File: src/rtl/cache_tag_ctrl.sv
// cache_tag_ctrl: lookup/refill controller that owns the cache tag RAM.
// It drives the RAM address, write enable and write tag, and keeps one valid
// bit per line. It compares the stored tag with each request and raises a line
// refill on a miss. The new tag is written once the refill is acknowledged.
// A flush sweeps every line, clearing both the valid bits and the RAM tags.
//
// Optional feature: define CACHE_PERF_CNT_EN to build saturating hit and miss
// counters. When it is undefined, hit_cnt_o and miss_cnt_o are tied to zero.
module cache_tag_ctrl #(
   parameter int CACHE_TAG_WIDTH = 20,
   parameter int CACHE_INDEX_AW  = 8,
   parameter int OFFSET_W        = 4
) (
   input  logic                       clk,
   input  logic                       rst,
   input  logic                       req_valid_i,
   output logic                       req_ready_o,
   input  logic [31:0]                req_addr_i,
   output logic                       resp_valid_o,
   output logic                       resp_hit_o,
   input  logic                       flush_i,
   output logic                       busy_o,
   output logic                       refill_req_o,
   output logic [31:0]                refill_addr_o,
   input  logic                       refill_ack_i,
   output logic [CACHE_INDEX_AW-1:0]  tag_index_o,
   output logic                       tag_wr_en_o,
   output logic [CACHE_TAG_WIDTH-1:0] tag_wr_tag_o,
   input  logic [CACHE_TAG_WIDTH-1:0] tag_rd_tag_i,
   output logic [31:0]                hit_cnt_o,
   output logic [31:0]                miss_cnt_o
);

   localparam int LINES = 1 << CACHE_INDEX_AW;

   typedef enum logic [2:0] {
      IDLE,
      LOOKUP,
      MISS,
      WRITE,
      FLUSH
   } state_t;

   state_t                     state;
   state_t                     state_nxt;

   logic [LINES-1:0]           valid_q;
   logic                       flush_pend;
   logic [CACHE_INDEX_AW-1:0]  fcnt;

   // The latched request is held as a tag/index pair. The offset is never needed
   // after the handshake.
   logic [CACHE_TAG_WIDTH-1:0] lat_tag;
   logic [CACHE_INDEX_AW-1:0]  lat_idx;

   logic [CACHE_TAG_WIDTH-1:0] req_tag;
   logic [CACHE_INDEX_AW-1:0]  req_idx;
   logic                       unused_offset;

   logic                       hit;
   logic                       accept;
   logic                       flush_enter;
   logic                       fcnt_last;

   assign req_tag       = req_addr_i[31 -: CACHE_TAG_WIDTH];
   assign req_idx       = req_addr_i[OFFSET_W +: CACHE_INDEX_AW];
   assign unused_offset = ^req_addr_i[OFFSET_W-1:0];

   // The RAM read issued from IDLE lands during LOOKUP. The valid bit gates
   // stale RAM contents, because reset does not clear the RAM itself.
   assign hit         = valid_q[lat_idx] & (tag_rd_tag_i == lat_tag);
   assign fcnt_last   = (fcnt == {CACHE_INDEX_AW{1'b1}});
   assign flush_enter = (state == IDLE) & (flush_i | flush_pend);
   assign busy_o      = (state != IDLE);

   // Saturating increment for the performance counters.
   function automatic logic [31:0] sat_inc(input logic [31:0] v);
      return (v == 32'hFFFF_FFFF) ? v : v + 32'd1;
   endfunction

   // State register.
   always_ff @(posedge clk or posedge rst) begin
      if (rst) state <= IDLE;
      else     state <= state_nxt;
   end

   // Next-state logic and all controller outputs.
   always_comb begin
      state_nxt     = state;
      accept        = 1'b0;
      req_ready_o   = 1'b0;
      resp_valid_o  = 1'b0;
      resp_hit_o    = 1'b0;
      refill_req_o  = 1'b0;
      refill_addr_o = '0;
      tag_index_o   = '0;
      tag_wr_en_o   = 1'b0;
      tag_wr_tag_o  = '0;
      case (state)
         IDLE: begin
            // Index is driven straight from the request so the tag arrives in LOOKUP.
            req_ready_o = ~flush_i & ~flush_pend;
            tag_index_o = req_idx;
            if (flush_i | flush_pend) begin
               state_nxt = FLUSH;
            end else if (req_valid_i) begin
               accept    = 1'b1;
               state_nxt = LOOKUP;
            end
         end
         LOOKUP: begin
            tag_index_o = lat_idx;
            if (hit) begin
               resp_valid_o = 1'b1;
               resp_hit_o   = 1'b1;
               state_nxt    = IDLE;
            end else begin
               state_nxt = MISS;
            end
         end
         MISS: begin
            tag_index_o   = lat_idx;
            refill_req_o  = 1'b1;
            refill_addr_o = {lat_tag, lat_idx, {OFFSET_W{1'b0}}};
            if (refill_ack_i) state_nxt = WRITE;
         end
         WRITE: begin
            // The write lands at this edge, so a back-to-back lookup of this line hits.
            tag_index_o  = lat_idx;
            tag_wr_en_o  = 1'b1;
            tag_wr_tag_o = lat_tag;
            resp_valid_o = 1'b1;
            resp_hit_o   = 1'b0;
            state_nxt    = IDLE;
         end
         FLUSH: begin
            tag_index_o  = fcnt;
            tag_wr_en_o  = 1'b1;
            tag_wr_tag_o = '0;
            if (fcnt_last) state_nxt = IDLE;
         end
         default: state_nxt = IDLE;
      endcase
   end

   // Valid bits, flush sweep counter and deferred-flush flag.
   always_ff @(posedge clk or posedge rst) begin
      if (rst) begin
         valid_q    <= '0;
         fcnt       <= '0;
         flush_pend <= 1'b0;
      end else begin
         if (state == WRITE)      valid_q[lat_idx] <= 1'b1;
         else if (state == FLUSH) valid_q[fcnt]    <= 1'b0;

         if (flush_enter)         fcnt <= '0;
         else if (state == FLUSH) fcnt <= fcnt + 1'b1;

         // A flush arriving mid-transaction waits for IDLE. One arriving during
         // the sweep is absorbed by that sweep.
         if ((state == FLUSH) && fcnt_last)
            flush_pend <= 1'b0;
         else if (flush_i && ((state == LOOKUP) || (state == MISS) || (state == WRITE)))
            flush_pend <= 1'b1;
      end
   end

   // Request capture. This is data only, so it has no reset and is used only after a handshake.
   always_ff @(posedge clk) begin
      if (accept) begin
         lat_tag <= req_tag;
         lat_idx <= req_idx;
      end
   end

`ifdef CACHE_PERF_CNT_EN
   logic [31:0] hit_cnt_q;
   logic [31:0] miss_cnt_q;

   // Saturating hit/miss counters, cleared by reset and on entry to a flush.
   always_ff @(posedge clk or posedge rst) begin
      if (rst) begin
         hit_cnt_q  <= '0;
         miss_cnt_q <= '0;
      end else if (flush_enter) begin
         hit_cnt_q  <= '0;
         miss_cnt_q <= '0;
      end else if (resp_valid_o) begin
         if (resp_hit_o) hit_cnt_q  <= sat_inc(hit_cnt_q);
         else            miss_cnt_q <= sat_inc(miss_cnt_q);
      end
   end

   assign hit_cnt_o  = hit_cnt_q;
   assign miss_cnt_o = miss_cnt_q;
`else
   assign hit_cnt_o  = '0;
   assign miss_cnt_o = '0;
`endif

endmodule

File: config.mk
export PLATFORM = sky130hd
export DESIGN_NAME = cache_tag_ctrl
export DESIGN_NICKNAME = d
export VERILOG_FILES = /design/src/rtl/cache_tag_ctrl.sv
export SDC_FILE = /design/constraint.sdc
export NUM_CORES = 1
export LEC_CHECK = 0
export CAP_MARGIN = 0
export CELL_PAD_IN_SITES_DETAIL_PLACEMENT = 1
export CELL_PAD_IN_SITES_GLOBAL_PLACEMENT = 1
export CORE_MARGIN = 10
export CORE_UTILIZATION = 40
export DETAILED_ROUTE_END_ITERATION = 10
export PLACE_DENSITY_LB_ADDON = 0.1
export SLEW_MARGIN = 40
export SYNTH_ARGS = -nofsm -noshare
export SYNTH_HDL_FRONTEND = slang
export SYNTH_SLANG_ARGS = --single-unit
File: constraint.sdc
create_clock -name clk -period 11.2 [get_ports clk]
set_clock_uncertainty 0.2 [all_clocks]
set_input_delay 1.12 -clock clk [delete_from_list [all_inputs] [get_ports clk]]
set_output_delay 1.12 -clock clk [all_outputs]
set_load 0.02 [all_outputs]
# After elaboration in Yosys (flattened, before gate mapping)
# Index checks and enable logic that the tools add are counted.
# word_totals
output_inout_bits,130
in_bits,57
reg_bits,296
wordCells,73
# classes
n_addsub,1
bitwise_logic,9
magnitude_cmp,4
mux,30
n_eq_ne,9
n_reduce_logical,14
# op_table
cell,n
2-to-1 mux 256 bit,2
bitwise AND 256 bit,1
inverter 256 bit,1
OR 256 bit,1
2-to-1 mux 32 bit,1
one-hot mux 8 bit (3 select lines),1
equality test 20 bit,1
2-to-1 mux 20 bit,1
less-than comparator 8 x 9 -> 1 bit (second input constant),2
demux 1 bit (select 8 bit),2
greater-or-equal comparator 8 x 1 -> 1 bit (second input constant),2
2-to-1 mux 8 bit,2
2-to-1 mux 1 bit,13
2-to-1 mux 3 bit,4
one-hot mux 3 bit (4 select lines),1
adder 8 x 1 -> 8 bit (second input constant),1
binary-select mux 1 bit (select 8 bit),1
equality test 8 bit (second input constant),1
equality test 3 x 2 -> 1 bit (second input constant),2
nonzero test 2 bit,3
logical AND 1 bit,4
inequality test 2 bit (second input constant),2
bitwise AND 1 bit,3
equality test 3 x 1 -> 1 bit (second input constant),1
other kinds (12),14

# Logic depth before layout (Yosys ltp)
# Gate-level depths: netlist (run 1).
# logic_depth
depth_word,8
depth_mapped,10
ltp_nobuf,7

# Worst setup path before layout (run 1)
# Ideal clock, no wire load.
# synth_path
kind,register to output
from,reg lat_idx[0]
to,out resp_valid_o
required_time_ns,9.880
setup_slack_ns,7.526
arrival_ns,2.354
path_stages_with_launch,11
cell_sequence,edfxtp_1 -> buf_6 -> buf_2 -> clkbuf_1 -> mux4_2 -> a22oi_1 -> nand2_1 -> a22oi_1 -> a21oi_1 -> o41ai_1 -> a21oi_1
# synth_between
elab_chain_cells,5
# synth_rtl
element,line_no,text
from (decl),54,logic [CACHE_INDEX_AW-1:0] lat_idx;
from (signal assigned),172,lat_idx <= req_idx;
binary-select mux 1 bit (select 8 bit),71,assign hit = valid_q[lat_idx] & (tag_rd_tag_i == lat_tag);
2-to-1 mux 1 bit (implied by the code),71,
bitwise AND 1 bit,71,
2-to-1 mux 1 bit,113,if (hit) begin
one-hot mux 1 bit (2 select lines),99,case (state)
to (decl),19,"output logic resp_valid_o,"
# Every way passes these cells. The select of a mux whose other input is x is not followed.

# Final worst setup path (run 1)
# layout_path
from,reg lat_idx[1]
to,out resp_valid_o
# Same word-level chain as after synthesis.

==> results of run 1 <==
-- report_power, final --
part	switching [mW]	internal, mW	leakage (nW)
clock network	0.472	0.666	0.558
registers	0.0285	1.10	3.98
logic	0.375	0.104	2.45
-- cell usage in the layout, fill, tap and decap left out, types with 28 or more instances in the layout --
master           count
dfrtp_1            268
edfxtp_1            28
clkbuf_16           37
clkdlybuf4s50_1    114
and2_1              51
conb_1              68
a22oi_1             40
nand2_1             79
mux4_2              64
o21ai_0            521
-- worst max path at each step --
stage / start / end / slack [ns] / cells past startpoint
4_1_cts: lat_idx[1] / resp_valid_o / 5.16 / 10
2_1_floorplan: rst / fcnt[0] / 2.50 / 1
6_report: lat_idx[1] / resp_valid_o / 5.18 / 10
3_5_place_dp: lat_idx[1] / resp_valid_o / 5.74 / 10
3_3_place_gp: lat_idx[0] / resp_valid_o / 5.61 / 9
5_1_grt: lat_idx[1] / resp_valid_o / 4.95 / 10
-- flip-flops by register name, indices dropped and copies added (netlist names) --
register and count:
lat_tag 20, lat_idx 8, state 3, valid_q 256, fcnt 8, flush_pend 1
-- through the flow --
step / cell area [um^2] / hold WS (ns) / worst slack [ns] / cells
4_1_cts: 16900 / 0.307 / 5.16 / 1942
5_1_grt: 16900 / 0.332 / 4.95 / 1942
6_report: 16900 / 0.301 / 5.18 / 1942
3_3_place_gp: 15700 / 0.283 / 5.61 / 1880
2_1_floorplan: 14700 / 0.264 / 2.50 / 1459
3_5_place_dp: 15800 / 0.293 / 5.74 / 1881
-- cell usage after synthesis --
master    number  area (um^2)
a21o_1         1         7.51
a21oi_1        9         45.0
a22oi_1       40          300
a311oi_2       1         15.0
and2_0         2         12.5
and2_1        52          325
buf_1          3         11.3
buf_2          8         40.0
buf_4         69          518
buf_6          3         33.8
clkbuf_1      89          334
conb_1         1         3.75
dfrtp_1      268         6710
edfxtp_1      28          841
ha_1           4         50.1
inv_1          9         33.8
mux2i_1        9         90.1
mux4_2        64         1440
nand2_1       89          334
nand2b_1       6         37.5
nand3_1       29          145
nand4_1        4         25.0
nor2_1        26         97.6
nor2_2         1         6.26
nor2b_1        9         56.3
nor3_1         7         35.0
nor4_1         2         12.5
o21ai_0      521         2610
o22ai_1        1         6.26
o31ai_1        1         7.51
o41ai_1        1         8.76
or2_2          3         18.8
or3_1          4         25.0
or4_1          1         7.51
xnor2_1       14          123
xor2_1        13          114
-- critical path, cell delays in order (launching register included) --
cell and delay, ns:
edfxtp_1 0.32, buf_4 0.41, buf_4 0.68, mux4_2 0.59, a22oi_1 0.24, nand2_1 0.13, a22oi_1 0.23, a21oi_1 0.15
o41ai_1 0.58, a21oi_1 0.17, clkdlybuf4s50_1 0.60
-- kinds of logic after synthesis --
family                     after synthesis
DFF                                    296
and+or+nand+nor                        235
AOI/OAI and AO/OA                      575
other                                    1
xor gates and xnor gates                27
buffers and inverters                  181
muxes                                   73
adders and majority gates                4
-- metal layers --
| layer | GRT usage | vias to the layer above | wire length, um |
|---|---|---|---|
| met2 | 0.384 | 494 | 24900 |
| li1 | - | 5021 | - |
| met5 | 0 | - | 0 |
| met4 | 0.0674 | 0 | 1560 |
| met3 | 0.0734 | 104 | 5010 |
| met1 | 0.322 | 6176 | 23000 |
-- area by class of cell --
type / count / area, um^2 / area share
multi-input combinational: 982 / 6320 / 0.373
timing repair buffer: 133 / 1320 / 0.0776
inverter: 9 / 46.3 / 0.00273
clock buffer: 47 / 1020 / 0.0604
tap: 461 / 577 / 0.0340
sequential: 296 / 7550 / 0.445
clock inverter: 14 / 111 / 0.00657
==> results.yml, run 1 <==
critical_path:
  worst_r2r_endpoint: "state[1]"
  start_kind: "flip-flop"
  reg2reg_from: "lat_idx[1]"
  worst-endpoint-arrival_ns: 4.70
  end_kind: "primary output"
  reg2regPathDepth: 9
  cp.required_ns: 9.88
  path_max_fanout: 45
  crit_type: "reg -> out"
  setup_slack_of_the_most_critical_reg_to_reg_path_ns: 7.24
final_layout:
  fillers: 3895
  syn_to_final_growth_pct: 17.0
  final_nets: 1518
  antenna_cells_inserted: 0
  final_core_util: 0.475
  drive_above_1_share: 0.118
grt:
  first_pass_grt_wire_length_mm: 81.9
  grt-ovfl-total: 0
  grt_max_degree: 132
  antenna_found_initial: 2
  grt.total_usage: 0.244
  first_global_vias: 12500
sta:
  fmax_mhz: 166
  final_min_period_over_clock_period: 0.537
  max_slew_margin: 0.417
  tightestPinTransition_ns: 0.873
  rsz0062_at_grt: "false"
  setup_total_negative_slack_ns: 0
  report.final.setup_viol: 0
  final_period_demand_of_the_worst_path_ns: 6.02
  hold_viol_final: 0
  slew_viol_final: 0
logic_synthesis:
  synthesis.instances: 1392
  post_synthesis_share_of_cell_area_spent_on_full_adders_half_adders_and_majority_gates: 0.00346
  post_synth_mux_area_share: 0.106
  yosys_warnings: 0
  yosys.area_share.simple: 0.0787
  mappedNetlistArea_mm2: 0.0145
  post_synthesis_xor_xnor_area_fraction: 0.0163
  synth_compound_area_frac: 0.207
  number_of_register_bits_inferred_by_synthesis: 296
  synthesis.area_per_instance_um2: 10.4
  post_synthesis_sequential_area_ratio: 0.521
  dominant_combinational_cell_family_by_area_after_synthesis: "compound AO/OA/AOI/OAI gates"
  synth_cell_type_count: 36
detailed_routing:
  detailedRoute.firstIterationViolations: 942
  drtPass1Iterations: 5
  wirelength_mm: 54.6
  antenna_violating_nets_post_route: 0
  vias_per_cell: 6.07
  num_vias: 11800
  drc: 0
  routedWlPerCell_um: 28.1
clocking:
  cts_buffers: 35
  cts.clk_slew.worst_paths_ns: 0.06
  cts.root.buffer_cell: "clkbuf_16"
  clk_latency_ns: 0.52
  clock_sinks: 296
  cts_max_path_buffers: 3
  post_cts_gate_resize_count: 0
  cts-hold-fix-buffers: 0
  cts_post_setup_buffers_inserted: 0
  tritoncts: "built"
  number_of_h_tree_levels: 2
placed_design:
  half_perimeter_wire_length_after_detailed_placement_mm: 34.1
  globalplace.congestion: 0.871
  place.port_buffers: 114
power:
  static-leakage-power_nw: 6.98
  total_power_mw: 2.74
  vdd.ir_drop.worst_uv: 116
  power_per_cell_area_mw_per_mm2: 162
floorplan:
  top_level_pins: 187
  fp.dieH_um: 210
  fp.dieArea_mm2: 0.0442
  core_rows: 69
  floorplan.die.width_um: 210
  coreArea_mm2: 0.0357
  initial_utilization: 0.406
worst_hold_path:
  hold_path.class: "reg -> reg"
  min_delay_worst_endpoint: "valid_q[170]"
  whs_path_depth: 2
  hold_start: "valid_q[170]"
outcome:
  run_status: "finished, final reports clean"
job:
  maxCapViolations: 0
(Power assumes the default switching activity.)
==> inputs of run 2 (changes only) <==
Clock period 11.2 ns to 5.91 ns, I/O delays scaled along.
==> results.yml, run 2 (synthesis results as in run 1) <==
outcome:
  run_status: "finished, final reports clean"
critical_path:
  critical_path.slowest_cell: "clkdlybuf4s50_1"
  worst-endpoint-arrival_ns: 4.16
  end_kind: "primary output"
  critical_path.n_buffers_inverters: 2
  timing.critical_path.max_delay_family: "compound AO/OA/AOI/OAI gates"
  path_cells: "buf_12 > mux4_2 > a22oi_1 > nand2_1 > a22oi_1 > a21oi_1 > o41ai_1 > a21oi_1 > clkdlybuf4s50_1"
  cp.required_ns: 5.12
  start_kind: "flip-flop"
  path_max_fanout: 44
  worst_path_largest_cell_delay_ns: 0.58
  crit_type: "reg -> out"
power:
  vdd.ir_drop.worst_uv: 256
  power_per_cell_area_mw_per_mm2: 314
  static-leakage-power_nw: 7.10
  total_power_mw: 5.39
clocking:
  cts_max_path_buffers: 3
  cts-hold-fix-buffers: 0
  clock_sinks: 296
  tritoncts: "built"
  cts.clk_slew.worst_paths_ns: 0.06
  cts_post_setup_buffers_inserted: 0
  number_of_h_tree_levels: 2
  post_cts_gate_resize_count: 0
  clk_latency_ns: 0.53
  cts.root.buffer_cell: "clkbuf_16"
  cts_buffers: 36
final_layout:
  drive_above_1_share: 0.123
  final_nets: 1523
  final_design_area_no_fill_mm2: 0.0172
  layout.cells.most_common_list: "521 x o21ai_0, 268 x dfrtp_1, 114 x clkdlybuf4s50_1"
  max_flop_register: "valid_q"
  syn_to_final_growth_pct: 18.5
  max_ffs_per_register: 256
  fillers: 3834
  top_regs: "valid_q (256), lat_tag (20)"
  mostFrequentLayoutCell: "o21ai_0"
grt:
  grt_max_degree: 150
  first_global_vias: 12600
  grt.total_usage: 0.247
  grt-ovfl-total: 0
  first_pass_grt_wire_length_mm: 82.7
  antenna_found_initial: 2
floorplan:
  initial_utilization: 0.406
  floorplan.die.width_um: 210
  top_level_pins: 187
  core_rows: 69
  fp.dieH_um: 210
  coreArea_mm2: 0.0357
  fp.dieArea_mm2: 0.0442
placed_design:
  placement.cell_area_mm2: 0.0159
  half_perimeter_wire_length_after_detailed_placement_mm: 34.3
  globalplace.congestion: 0.814
  place.port_buffers: 114
detailed_routing:
  vias_per_cell: 6.02
  antenna_violating_nets_post_route: 0
  drc: 0
  detailedRoute.firstIterationViolations: 879
  wirelength_mm: 55.1
  num_vias: 11800
  routedWlPerCell_um: 28.2
  drtPass1Iterations: 7
sta:
  hold_viol_final: 0
  report.final.setup_viol: 0
  fmax_mhz: 202
  setup_total_negative_slack_ns: 0
  final_period_demand_of_the_worst_path_ns: 4.95
  final_min_period_over_clock_period: 0.838
  rsz0062_at_grt: "false"
  max_slew_margin: 0.422
  slew_viol_final: 0
  tightestPinTransition_ns: 0.865
job:
  maxCapViolations: 0
worst_hold_path:
  hold_path.class: "in -> async"
-- run 2: cell types whose count changed in the layout (fill, tap and decap cells not counted), sizes merged --
| cell | change |
|---|---|
| inv | -1 |
| bufinv | +1 |
| clkinv | +1 |
| diode | +1 |
| clkbuf | +6 |
| clkinvlp | -2 |
| buf | +4 |
-- run 2: final timing paths --
kind / from / to / slack [ns] / cells past startpoint
worst max-delay path: lat_idx[0] / resp_valid_o / 0.96 / 9
worst min-delay path: rst / valid_q[149] / 0.14 / 2
worst max register to register: state[1] / valid_q[128] / 2.38 / 6
worst min register to register: valid_q[234] / valid_q[234] / 0.30 / 2
max in group asynchronous: rst / valid_q[68] / 4.24 / 4
min in group clk: valid_q[234] / valid_q[234] / 0.30 / 2
-- run 2: routing by layer --
layer	part of all wire	vias up	GRT usage
li1	-	5042	-
met1	0.43	6139	0.327
met2	0.45	470	0.375
met3	0.094	100	0.0813
met4	0.030	2	0.0807
met5	0.00013	-	0
-- run 2: layout make-up --
cell class | instances | area [um^2] | share of cell area
Sequential cell | 296 | 7550 | 0.440
Multi-Input combinational cell | 982 | 6310 | 0.368
Timing Repair Buffer | 137 | 1420 | 0.0830
Clock buffer | 53 | 1130 | 0.0657
Tap cell | 461 | 577 | 0.0336
Clock inverter | 13 | 130 | 0.00758
Inverter | 9 | 37.5 | 0.00219
Antenna cell | 1 | 2.50 | 0.000146
-- run 2: power breakdown --
part	total, mW	internal (mW)	switching, mW
logic	0.923	0.210	0.713
registers	2.13	2.08	0.0531
clock network	2.34	1.41	0.926
total	5.39	3.70	1.69
-- run 2: metrics by stage --
| step | std cells | worst slack [ns] | util | hold WS, ns |
|---|---|---|---|---|
| after floorplan | 1459 | 1.58 | - | 0.264 |
| after global placement | 1882 | 1.60 | 0.441 | 0.284 |
| after detailed placement | 1884 | 1.59 | 0.445 | 0.293 |
| after CTS | 1950 | 0.980 | 0.480 | 0.147 |
| after global routing | 1951 | 0.731 | 0.481 | 0.161 |
| final | 1952 | 0.958 | 0.481 | 0.145 |
